**src/rtl/mac_skew_feeder.sv**
```systemverilog
// Skewing feeder for the systolic MAC array: each lane k is delayed k cycles, and the job is followed by a zero flush.
// Optional build macro SKEW_FEEDER_BUBBLE_CNT_EN adds o_bubbles, a count of STREAM cycles with s_valid low.
module mac_skew_feeder #(
  parameter int ARR_SIZE      = 4,
  parameter int HORIZONTAL_BW = 16,
  parameter int LEN_W         = 8
) (
  input  logic                              clk,
  input  logic                              rst,
  input  logic                              i_start,
  input  logic [LEN_W-1:0]                  i_len,
  input  logic                              s_valid,
  output logic                              s_ready,
  input  logic [HORIZONTAL_BW*ARR_SIZE-1:0] s_data,
  output logic [HORIZONTAL_BW*ARR_SIZE-1:0] o_data,
  output logic                              o_active,
  output logic                              o_done
`ifdef SKEW_FEEDER_BUBBLE_CNT_EN
  ,
  output logic [LEN_W-1:0]                  o_bubbles
`endif
);

  localparam logic [1:0] IDLE   = 2'd0;
  localparam logic [1:0] STREAM = 2'd1;
  localparam logic [1:0] FLUSH  = 2'd2;
  localparam logic [1:0] DONE   = 2'd3;

  localparam int FCW = (ARR_SIZE > 1) ? $clog2(ARR_SIZE) : 1;
  localparam logic [FCW-1:0] FLUSH_LAST = FCW'((ARR_SIZE > 1) ? ARR_SIZE - 2 : 0);

  logic [1:0]       state_q, state_d;
  logic [LEN_W-1:0] len_q, len_d;
  logic [LEN_W-1:0] cnt_q, cnt_d;
  logic [FCW-1:0]   flush_q, flush_d;
  logic             done_q, done_d;
  logic             hs;

  assign s_ready  = (state_q == STREAM);
  assign o_active = (state_q == STREAM) || (state_q == FLUSH);
  assign o_done   = done_q;
  assign hs       = s_valid && s_ready;

  always_comb begin
    // NOTE: every combinational output gets a default first, so no path through the case leaves a latch.
    state_d = state_q;
    len_d   = len_q;
    cnt_d   = cnt_q;
    flush_d = flush_q;
    done_d  = 1'b0;
    case (state_q)
      IDLE: begin
        if (i_start) begin
          if (i_len != '0) begin
            len_d   = i_len;
            cnt_d   = '0;
            state_d = STREAM;
          end else begin
            done_d = 1'b1;
          end
        end
      end
      STREAM: begin
        if (hs) begin
          cnt_d = cnt_q + 1'b1;
          if (cnt_q == len_q - 1'b1) begin
            flush_d = '0;
            state_d = (ARR_SIZE > 1) ? FLUSH : DONE;
          end
        end
      end
      FLUSH: begin
        flush_d = flush_q + 1'b1;
        if (flush_q == FLUSH_LAST) state_d = DONE;
      end
      DONE: begin
        // The pulse is registered, so it appears on the cycle after the last skewed lane drains.
        done_d  = 1'b1;
        state_d = IDLE;
      end
      default: state_d = IDLE;
    endcase
  end

  always_ff @(posedge clk or negedge rst) begin
    if (!rst) begin
      state_q <= IDLE;
      len_q   <= '0;
      cnt_q   <= '0;
      flush_q <= '0;
      done_q  <= 1'b0;
    end else begin
      // NOTE: sequential state uses non-blocking assignments so every register samples pre-edge values.
      state_q <= state_d;
      len_q   <= len_d;
      cnt_q   <= cnt_d;
      flush_q <= flush_d;
      done_q  <= done_d;
    end
  end

  for (genvar k = 0; k < ARR_SIZE; k++) begin : g_lane
    logic [HORIZONTAL_BW-1:0] chain_q [0:k];

    always_ff @(posedge clk or negedge rst) begin
      if (!rst) begin
        // NOTE: the delay chain is reset, unlike a RAM, because an abort must leave zeros on o_data.
        for (int j = 0; j <= k; j++) chain_q[j] <= '0;
      end else begin
        chain_q[0] <= hs ? s_data[k*HORIZONTAL_BW +: HORIZONTAL_BW] : '0;
        for (int j = 1; j <= k; j++) chain_q[j] <= chain_q[j-1];
      end
    end

    assign o_data[k*HORIZONTAL_BW +: HORIZONTAL_BW] = chain_q[k];
  end

`ifdef SKEW_FEEDER_BUBBLE_CNT_EN
  logic [LEN_W-1:0] bub_q;

  always_ff @(posedge clk or negedge rst) begin
    if (!rst) begin
      bub_q <= '0;
    end else if (state_q == IDLE && i_start) begin
      bub_q <= '0;
    end else if (state_q == STREAM && !s_valid && bub_q != '1) begin
      bub_q <= bub_q + 1'b1;
    end
  end

  assign o_bubbles = bub_q;
`endif

endmodule

```
**config.mk**
```make
export PLATFORM = sky130hd
export DESIGN_NAME = mac_skew_feeder
export DESIGN_NICKNAME = d
export VERILOG_FILES = /design/src/rtl/mac_skew_feeder.sv
export SDC_FILE = /design/constraint.sdc
export NUM_CORES = 1
export LEC_CHECK = 0
export BUFFER_PORTS_ARGS = -buffer_cell sky130_fd_sc_hd__buf_2
export CAP_MARGIN = 20
export CORE_MARGIN = 5
export CORE_UTILIZATION = 57
export DETAILED_ROUTE_END_ITERATION = 7
export MAX_ROUTING_LAYER = met4
export PLACE_DENSITY = 0.9
export SYNTH_ARGS = -nofsm -noshare
export SYNTH_HDL_FRONTEND = slang
export SYNTH_SLANG_ARGS = --single-unit
export TNS_END_PERCENT = 100
```
**constraint.sdc**
```tcl
create_clock -name clk -period 4.8 [get_ports clk]
set_clock_uncertainty 0.05 [all_clocks]
set_input_delay 0.24 -clock clk [delete_from_list [all_inputs] [get_ports clk]]
set_output_delay 0.24 -clock clk [all_outputs]
set_load 0.05 [all_outputs]
```
==> results.sh <==
export IMPL_p_int_mw=2.92
export IMPL_switchingPower_mw=1.48
export IMPL_p_sw_share_pct=33.7
export IMPL_fill_cells=655
export IMPL_endpoint="state_q[1]$_DFFE_PN0P_"
export IMPL_stdcell_count=757
export IMPL_finalHoldViolCount=0
export IMPL_syn_area_per_cell_um2=14.4
export IMPL_slew_headroom_pct=34.9
export IMPL_routed_wl_um=12800
export IMPL_clk_insertion_delay_late_ps=520
export IMPL_grt_overflow_total=0
export IMPL_r2r_slack_ps=1950
export IMPL_rr_endpoint="state_q[1]$_DFFE_PN0P_"
export IMPL_cts_buffers=17
export IMPL_num_rows=38
export IMPL_setup_viol=0
export IMPL_antenna_found_initial=0
export IMPL_grt_max_degree=68
export IMPL_finalNetCount=688
export IMPL_pre_cts_ws_ps=1980
export IMPL_hpwl_um=7600
export IMPL_drc=0
export IMPL_startpoint="len_q[0]$_DFFE_PN0P_"
export IMPL_n_antenna_cell=0
export IMPL_drtIter0Drc=236
export IMPL_grt_pass1_vias=4118
export IMPL_path_clk_slew_ps=70
export IMPL_root_buffer="clkbuf_8"
export IMPL_min_period_ps=2850
export IMPL_end_kind="register"
export IMPL_fmax_ghz=0.351
export IMPL_setup_tns_ps=0
export IMPL_ys_seq_area_share_pct=72.8
export IMPL_power_mw=4.40
export IMPL_place_congestion=0.855
export IMPL_num_vias=3789
export IMPL_layout_setup_ws_ps=1950
export IMPL_area_delta_synth_final_pct=29.2
export IMPL_die_h_um=114
export IMPL_cts_tree="built"
export IMPL_io_buffers=142
export IMPL_synth_ff_type="dfrtp_1"
export IMPL_cp_start_kind="register"
export IMPL_firstDrtPassIters=5
export IMPL_cts_resized=0
export IMPL_peakVddDrop_mv=0.257
export IMPL_clkPwrFrac_pct=30.7
export IMPL_p_per_area_nw_per_um2=548
export IMPL_syn_area_um2=6220
export IMPL_async_flop_share_pct=100
export IMPL_drv_slew=0
export IMPL_cts_buffer_depth=2
export IMPL_io_pins=143
export IMPL_wire_per_inst_um=17.0
export IMPL_synth_seq_cells=181
export IMPL_combPwrFrac_pct=25.6
export IMPL_post_cts_buffers=0
export IMPL_layout_drive_gt1_share_pct=30.8
export IMPL_die_area_um2=13100
export IMPL_die_w_um=114
export IMPL_status="completed"
export IMPL_critical_path_required_ps=5190
export IMPL_max_cap_violations=0
export IMPL_p_leak_nw=4.41
export IMPL_synthCells=433
export IMPL_grt_use_total_pct=21.5
export IMPL_ys_warn_count=0
export IMPL_grt_first_pass_wirelength_um=20900
export IMPL_tightestPinTransition_ps=970
export IMPL_start_util_pct=57.7
export IMPL_via_per_inst=5.01
export IMPL_reg2reg_from="len_q[0]$_DFFE_PN0P_"
export IMPL_final_seq_area_um2=4530
export IMPL_cp_arrival_ps=3240
export IMPL_synth_fp_nets=517
export IMPL_rsz0062_at_grt="false"
export IMPL_synth_edf_count=0
export IMPL_min_path_type="primary input to asynchronous set/reset pin"
export IMPL_design_core_area_um2=10800
export IMPL_critPathKind="register to register"
export IMPL_ff2ff_path_depth=8
export IMPL_post_route_period_util_pct=59.4
export IMPL_drtAntennaViolNets=0
export IMPL_dpl_cell_count=651
export IMPL_cts_sinks=181
export IMPL_cp_max_fo=7
export IMPL_synthDistinctLibCells=42
export IMPL_multiInputGateArea_um2=1240
export IMPL_htree_levels=4
export IMPL_seq_power_share_pct=43.7
==> worst min path at each step <==
stage,to,slack [ps],depth (start not counted)
2_1_floorplan,cnt_q[0]$_DFFE_PN0P_,-110,0
3_3_place_gp,o_data[60]$_DFF_PN0_,170,1
3_5_place_dp,o_data[56]$_DFF_PN0_,180,1
4_1_cts,o_data[56]$_DFF_PN0_,220,2
5_1_grt,g_lane[3].chain_q[30]$_DFF_PN0_,250,2
6_report,g_lane[3].chain_q[30]$_DFF_PN0_,200,2
==> Yosys cell counts, drive strengths merged, types with 5 or more instances <==
| cell type | number | area share, % |
|---|---|---|
| dfrtp | 181 | 73 |
| and3 | 65 | 6.5 |
| buf | 49 | 5.9 |
| clkbuf | 18 | 1.1 |
| nand2 | 14 | 0.84 |
| o21ai | 14 | 1.1 |
| ha | 8 | 1.6 |
| inv | 7 | 0.42 |
| mux2 | 7 | 1.3 |
| nor2 | 7 | 0.42 |
| or4 | 6 | 0.78 |
| xnor2 | 6 | 0.84 |
| a22o | 5 | 0.70 |
==> cells in the final DEF, fill, tap and decap left out, types with 6 or more instances in the layout <==
cell type / Yosys / routed
mux2_2: 7 / 7
nand2_1: 14 / 14
xnor2_1: 6 / 6
inv_1: 7 / 7
dlygate4sd3_1: 0 / 74
clkbuf_16: 0 / 16
dfrtp_1: 181 / 181
o21ai_0: 12 / 12
nor2_1: 7 / 7
buf_2: 0 / 141
and3_1: 65 / 65
ha_1: 8 / 7
==> flip-flops by register name, indices dropped and copies added (netlist names) <==
| signal | count |
|---|---|
| o_data | 48 |
| len_q | 8 |
| g_lane.chain_q | 112 |
| o_done | 1 |
| state_q | 2 |
| flush_q | 2 |
| cnt_q | 8 |
==> repair_timing <==
| action | 4_1_cts | 5_1_grt |
|---|---|---|
| endpoints found under the hold margin | 131 | 0 |
| hold buffers | 74 | 0 |
| setup endpoints to repair | 0 | 0 |
==> layout make-up <==
cell class,instances,area share [%]
flip-flops and latches,181,56.3
multi-input cells,178,15.4
clock inverters,12,1.84
inverters,7,0.327
clock buffers,20,5.54
repair buffers,219,18.4
well taps,140,2.18
==> kinds of logic after synthesis <==
family                     Yosys count  synth area share [%]
DFF                                181                  72.8
and+or+nand+nor                    118                  11.3
buffers and inverters               74                  7.36
AOI/OAI and AO/OA                   37                  4.52
xor gates and xnor gates             8                  1.13
adders and majority gates            8                  1.61
muxes                                7                  1.27
==> power groups by stage <==
stage	Sequential, mW	Clock [mW]	Combinational, mW
2_1_floorplan	1.98	0	0.825
3_3_place_gp	1.92	0	1.03
3_5_place_dp	1.95	0	1.07
4_1_cts	1.92	1.38	1.12
5_1_grt	1.95	1.46	1.21
6_report	1.92	1.35	1.13
==> routing by layer <==
layer | vias up | track usage (%) | routed length, µm
met2 | 144 | 35.5 | 6650
met4 | 0 | 5.38 | 150
li1 | 1758 | - | -
met5 | - | - | 0
met1 | 1873 | 26.9 | 5250
met3 | 14 | 5.34 | 782
==> per-stage QoR <==
step	hold slack [ps]	cell area, µm²	utilization (%)
after CTS	217	8040	74.5
after detailed placement	180	6710	62.2
final	205	8040	74.5
after global placement	171	6710	62.2
after floorplan	-106	6220	-
after global routing	250	8040	74.5
==> worst max-delay path, cell delays in order (launching register included) <==
cell and delay, ps:
dfrtp_1 420, inv_1 90, ha_1 230, or3b_1 400
or4_1 470, a211oi_4 300, o311ai_4 190, or4_1 530
nand4_1 100
No activity file was read; power rests on OpenSTA's default activity.
